==> src/rtl/hazard_track_pipe_pkg.sv <==
// ----------------------------------------------------------------------------
// cpu_hazard_pkg
// Shared definitions for the hazard-tracking pipeline.
//   stage_entry_t : one in-flight register-writing instruction
//                   (valid, destination address, remaining latency Tnew)
//   ZERO_REG      : architectural zero register, never a forwarding source
//   TNEW_W_DEF    : default Tnew/Tuse counter width
//   tnew_dec      : saturating decrement of a Tnew count (widths up to
//                   TNEW_W_MAX bits; callers size-cast in and out)
// ----------------------------------------------------------------------------
package cpu_hazard_pkg;

   localparam int ZERO_REG   = 0;
   localparam int ADDR_W_DEF = 5;
   localparam int TNEW_W_DEF = 3;
   localparam int TNEW_W_MAX = 8;

   typedef struct packed {
      logic                  valid;
      logic [ADDR_W_DEF-1:0] addr;
      logic [TNEW_W_DEF-1:0] tnew;
   } stage_entry_t;

   function automatic logic [TNEW_W_MAX-1:0] tnew_dec(input logic [TNEW_W_MAX-1:0] t);
      return (t == '0) ? '0 : t - 1'b1;
   endfunction

endpackage

==> src/rtl/hazard_track_pipe_port_check.sv <==
// ----------------------------------------------------------------------------
// hazard_port_check
// Resolves one decode-stage read port against all tracked stages.
//   i_valid/i_addr/i_tnew : flattened stage entries, stage 0 = youngest
//   i_rd_addr, i_rd_tuse  : operand source register and its Tuse
//   i_rf_data             : register-file read data for this port
//   i_stage_data          : forwardable result held in each stage
//   o_hazard              : youngest match is not ready in time -> stall
//   o_ready               : o_data is final this cycle
//   o_data                : operand after forwarding
// ----------------------------------------------------------------------------
module hazard_port_check
   import cpu_hazard_pkg::*;
#(
   parameter int STAGES = 3,
   parameter int ADDR_W = 5,
   parameter int DATA_W = 32,
   parameter int TNEW_W = TNEW_W_DEF
)(
   input  logic [STAGES-1:0]        i_valid,
   input  logic [STAGES*ADDR_W-1:0] i_addr,
   input  logic [STAGES*TNEW_W-1:0] i_tnew,
   input  logic [ADDR_W-1:0]        i_rd_addr,
   input  logic [TNEW_W-1:0]        i_rd_tuse,
   input  logic [DATA_W-1:0]        i_rf_data,
   input  logic [STAGES*DATA_W-1:0] i_stage_data,
   output logic                     o_hazard,
   output logic                     o_ready,
   output logic [DATA_W-1:0]        o_data
);

   logic              w_hit;
   logic [TNEW_W-1:0] w_hit_tnew;
   logic [DATA_W-1:0] w_hit_data;
   logic              w_fwd;

   // Scan oldest to youngest so the youngest match overwrites older ones;
   // older producers of the same register are shadowed.
   always_comb begin
      w_hit      = 1'b0;
      w_hit_tnew = '0;
      w_hit_data = '0;
      for (int s = STAGES - 1; s >= 0; s--) begin
         if (i_valid[s] && (i_addr[s*ADDR_W +: ADDR_W] == i_rd_addr) &&
             (i_rd_addr != ADDR_W'(ZERO_REG))) begin
            w_hit      = 1'b1;
            w_hit_tnew = i_tnew[s*TNEW_W +: TNEW_W];
            w_hit_data = i_stage_data[s*DATA_W +: DATA_W];
         end
      end
   end

   assign w_fwd    = w_hit && (w_hit_tnew == '0);
   assign o_hazard = w_hit && (w_hit_tnew > i_rd_tuse);
   // A pending-but-in-time producer leaves rf_data on the port as a
   // provisional value; the consumer picks up the real value further down.
   assign o_ready  = !w_hit || w_fwd;
   assign o_data   = w_fwd ? w_hit_data : i_rf_data;

endmodule

==> src/rtl/hazard_track_pipe.sv <==
// ----------------------------------------------------------------------------
// hazard_track_pipe
// Tracks every in-flight register-writing instruction through STAGES
// post-decode stages with its destination and Tnew count, and answers
// NUM_READ decode-stage operand queries.
//   clk, reset (async, active-low)
//   issue_valid/issue_addr/issue_tnew : decoded instruction entering stage 0
//   flush                             : replace the decoded instruction by a bubble
//   rd_addr/rd_tuse/rf_data           : per-port operand queries
//   stage_data                        : forwardable result per stage
//   rd_data/rd_ready                  : per-port operand and readiness
//   stall                             : hold PC and IF/ID (combinational)
//   wb_valid/wb_addr                  : oldest stage, being written back
// ----------------------------------------------------------------------------
module hazard_track_pipe
   import cpu_hazard_pkg::*;
#(
   parameter int STAGES   = 3,
   parameter int NUM_READ = 2,
   parameter int ADDR_W   = 5,
   parameter int DATA_W   = 32,
   parameter int TNEW_W   = TNEW_W_DEF
)(
   input  logic                       clk,
   input  logic                       reset,
   input  logic                       issue_valid,
   input  logic [ADDR_W-1:0]          issue_addr,
   input  logic [TNEW_W-1:0]          issue_tnew,
   input  logic                       flush,
   input  logic [NUM_READ*ADDR_W-1:0] rd_addr,
   input  logic [NUM_READ*TNEW_W-1:0] rd_tuse,
   input  logic [NUM_READ*DATA_W-1:0] rf_data,
   input  logic [STAGES*DATA_W-1:0]   stage_data,
   output logic [NUM_READ*DATA_W-1:0] rd_data,
   output logic [NUM_READ-1:0]        rd_ready,
   output logic                       stall,
   output logic                       wb_valid,
   output logic [ADDR_W-1:0]          wb_addr
);

   logic [STAGES-1:0]        r_valid;
   logic [STAGES*ADDR_W-1:0] r_addr;
   logic [STAGES*TNEW_W-1:0] r_tnew;
   logic [NUM_READ-1:0]      w_hazard;
   logic                     w_load;

   for (genvar p = 0; p < NUM_READ; p++) begin : g_port
      hazard_port_check #(
         .STAGES (STAGES),
         .ADDR_W (ADDR_W),
         .DATA_W (DATA_W),
         .TNEW_W (TNEW_W)
      ) u_check (
         .i_valid      (r_valid),
         .i_addr       (r_addr),
         .i_tnew       (r_tnew),
         .i_rd_addr    (rd_addr[p*ADDR_W +: ADDR_W]),
         .i_rd_tuse    (rd_tuse[p*TNEW_W +: TNEW_W]),
         .i_rf_data    (rf_data[p*DATA_W +: DATA_W]),
         .i_stage_data (stage_data),
         .o_hazard     (w_hazard[p]),
         .o_ready      (rd_ready[p]),
         .o_data       (rd_data[p*DATA_W +: DATA_W])
      );
   end

   assign stall  = |w_hazard;
   // A stalled or flushed decode slot enters stage 0 as a bubble; a flush
   // during a stall is not lost because IF/ID is held as well.
   assign w_load = issue_valid && !stall && !flush;

   // Stage 0 takes the decode slot; every older stage shifts unconditionally
   // with Tnew counting down to 0.
   always_ff @(posedge clk or negedge reset) begin
      if (!reset) begin
         r_valid <= '0;
         r_addr  <= '0;
         r_tnew  <= '0;
      end else begin
         r_valid[0]             <= w_load;
         r_addr[0 +: ADDR_W]    <= w_load ? issue_addr : '0;
         r_tnew[0 +: TNEW_W]    <= w_load ? issue_tnew : '0;
         for (int s = 1; s < STAGES; s++) begin
            r_valid[s]                <= r_valid[s-1];
            r_addr[s*ADDR_W +: ADDR_W] <= r_addr[(s-1)*ADDR_W +: ADDR_W];
            r_tnew[s*TNEW_W +: TNEW_W] <=
               TNEW_W'(tnew_dec(TNEW_W_MAX'(r_tnew[(s-1)*TNEW_W +: TNEW_W])));
         end
      end
   end

   assign wb_valid = r_valid[STAGES-1];
   assign wb_addr  = r_addr[(STAGES-1)*ADDR_W +: ADDR_W];

endmodule

==> config.mk <==
export PLATFORM = sky130hd
export DESIGN_NAME = hazard_track_pipe
export DESIGN_NICKNAME = d
export VERILOG_FILES = /design/src/rtl/hazard_track_pipe_pkg.sv /design/src/rtl/hazard_track_pipe_port_check.sv /design/src/rtl/hazard_track_pipe.sv
export SDC_FILE = /design/constraint.sdc
export NUM_CORES = 1
export LEC_CHECK = 0
export BUFFER_PORTS_ARGS = -buffer_cell sky130_fd_sc_hd__buf_2
export CAP_MARGIN = 20
export CORE_AREA = 2 2 101 103
export DETAILED_ROUTE_END_ITERATION = 6
export DIE_AREA = 0 0 103 105
export PLACE_DENSITY = 0.74
export SLEW_MARGIN = 0
export SYNTH_ARGS = -nofsm -noshare
export SYNTH_HDL_FRONTEND = slang
export SYNTH_SLANG_ARGS = --single-unit
==> constraint.sdc <==
create_clock -name clk -period 6.7 [get_ports clk]
set_input_delay 1.005 -clock clk [delete_from_list [all_inputs] [get_ports clk]]
set_output_delay 1.005 -clock clk [all_outputs]
set_load 0.02 [all_outputs]
==> reports/summary.txt <==
Fin Setup TNS - 0 ns
TritonRoute pass-1 iters - 5
DRC Markers - 0
Crit path required time - 5.69 ns
Area Overhead vs Synth - 38.95%
Post-Syn Area - 3656 um2
Yosys reg bits - 27
Vias - 4468
most common cell after layout, fill and taps aside - buf_2
Worst Tran Pin Value - 0.8495 ns
clock slew at reported path FFs - 0.08 ns
starting density of the core - 37.93%
number of clock sinks - 27
vias in the first global route - 4192
synth unique cells - 46
RSZ-0062 raised after global routing - false
Ports - 261
Seq/Total Area, Yosys - 18.48%
Post-Route Utilization - 52.70%
Overflow after GRT - 0
clk_lat worst skew - 0.27 ns
initial antenna violation count - 2
I/O Buffers - 260
Row Count - 36
Root Driver - clkbuf_8
worst r2r path cells - 12
Tmin final - 5.683 ns
DP HPWL - 11110 um
syn nets - 656
worst setup margin - 1.017 ns
clk buf depth - 2
DRT Wirelength - 13630 um
Tot Pwr - 0.4755 mW
synthesized instance count - 458
first-pass GRT wire length - 20600 um
placed instance area - 5021 um2
max_slew headroom - 43.20%
most frequent cells in the layout - buf_2, a21oi_1, inv_1
Hold EP - r_valid[1]
Post-Place Worst Slack - 0.8570 ns
GRT Total Usage - 23.33%
layout cell share with drive strength beyond 1 - 46.52%
hold crit path type - register to register
crit path launch type - primary input
Fill cells - 978
status - complete, no violations
worst reg2reg path startpoint - r_addr[0]
Final nets - 889
R2R setup slack - 3.01 ns
die extent in x - 103 um
Arr. time, crit path - 4.68 ns
yosys warns - 0
hold_buf cts - 0
area of the core - 9639 um2
CTS tree - done
power per cell area - 93.61 nW/um2
Resize count post-CTS - 0
gp weighted congestion - 0.9870
cell area after layout - 5080 um2
Tcrit/Tclk final - 84.82%
WS Path Type - primary input to output port
max-slew violations - 0
total of max-cap violations - 0
DIE AREA - 10820 um2
routed len/inst - 16.54 um
worst vdd ir - 0.0001394 V
Die H - 105 um
CP Capture Type - output port
Via density - 5.422
hold path depth - 0
largest net degree at the start of global routing - 40
fmax - 176.0 MHz
worst-path fanout max - 36
setup bufs post-CTS - 0
Final setup viols - 0
Hold Path Origin - r_valid[0]
clk_skew - 0.003445 ns
Syn Area/Cell - 7.983 um2
ANT nets after route - 0
drt initial violations - 226
RR Endpoint - r_addr[0]
H-tree levels - 1
Leak Pwr - 2.584 nW
clock buffer count from CTS - 3
Final Hold Vio Count - 0
==> metrics by stage <==
step                      hold WS [ns]  std cells
final                           0.4331        824
after global routing            0.4433        824
after CTS                       0.4326        822
after detailed placement        0.4135        818
after global placement          0.4139        817
after floorplan                 0.3734        458
==> registers in the layout, summed over array words and instances, names as in the netlist <==
register  cells
r_addr       15
r_tnew        9
r_valid       3
==> layout make-up <==
cell class              count  area [um2]  share of cell area, %
diodes                      1       2.502                0.04926
clock buffers               4       45.04                 0.8867
inverters                  44       165.2                  3.251
multi-input cells         343        2614                  51.45
flip-flops and latches     27       675.6                  13.30
well taps                 133       166.4                  3.276
repair buffers            272        1411                  27.78
==> critical path, cell delays in order <==
cell	delay [ns]
buf_2	0.13
or4_1	0.56
nor2_1	0.17
or4_2	0.57
a21bo_2	0.30
o22ai_1	0.26
nand4_1	0.73
buf_12	0.44
mux2_1	0.32
buf_2	0.16
==> power by group <==
group	switching [mW]	internal (mW)	total [mW]	leakage, nW
clock network	0.0469	0.0425	0.0895	0.0228
registers	0.00864	0.170	0.178	0.361
logic	0.110	0.0974	0.208	2.20
==> how the worst max path moves through the flow <==
stage	from	end	slack [ns]	depth (start not counted)
finish	rd_addr[6]	rd_data[50]	1.02	10
global route	rd_addr[6]	rd_data[39]	0.82	10
CTS	rd_addr[7]	rd_data[50]	0.83	11
detailed placement	rd_addr[7]	rd_data[39]	0.86	11
global placement	rd_addr[5]	rd_data[39]	1.12	11
floorplan	rd_addr[1]	stall	2.32	11
==> metal layers <==
| layer | global-route usage [%] | wire length (um) | vias to the layer above |
|---|---|---|---|
| li1 | - | - | 2131 |
| met1 | 29.80 | 5513 | 2099 |
| met2 | 40.68 | 6879 | 212 |
| met3 | 3.211 | 963 | 24 |
| met4 | 5.921 | 256 | 2 |
| met5 | 0 | 13 | - |
==> kinds of logic (layout without fill, tap and decap cells) <==
kind of cell	after synthesis	count (layout)	synth area share, %
compound gates	149	149	27.17
flops	27	27	18.48
fa+ha+maj	10	10	3.422
simple gates	90	90	13.42
buf+inv	88	320	10.61
other cells	0	1	0
xor+xnor	30	30	7.187
mux	64	64	19.71
==> synthesized netlist by cell type, drive strengths merged <==
| cell type | number | area, um2 |
|---|---|---|
| nor2 | 39 | 153.9 |
| nand2b | 1 | 6.260 |
| buf | 18 | 125.1 |
| nand3 | 1 | 5.000 |
| o21ai | 3 | 15.01 |
| o22ai | 3 | 25.02 |
| nor2b | 2 | 12.51 |
| and3 | 1 | 6.260 |
| a21o | 1 | 7.510 |
| a221oi | 32 | 280.3 |
| a31oi | 1 | 6.260 |
| ha | 10 | 125.1 |
| xor2 | 10 | 87.58 |
| nand4 | 5 | 31.28 |
| o211ai | 1 | 7.510 |
| nor4bb | 1 | 10.01 |
| a22oi | 33 | 247.7 |
| or3b | 2 | 17.52 |
| a21bo | 3 | 30.03 |
| o21a | 1 | 7.510 |
| nand3b | 2 | 15.01 |
| mux2 | 64 | 720.7 |
| xnor2 | 20 | 175.2 |
| a21oi | 70 | 357.8 |
| and2 | 8 | 50.05 |
| nor4b | 1 | 8.760 |
| nor4 | 4 | 40.04 |
| o2bb2ai | 1 | 8.760 |
| clkbuf | 26 | 97.59 |
| inv | 44 | 165.2 |
| nand2 | 8 | 30.03 |
| nor3b | 2 | 20.02 |
| dfrtp | 27 | 675.7 |
| nor3 | 9 | 50.05 |
| or4 | 4 | 33.78 |
(Power assumes the default switching activity.)
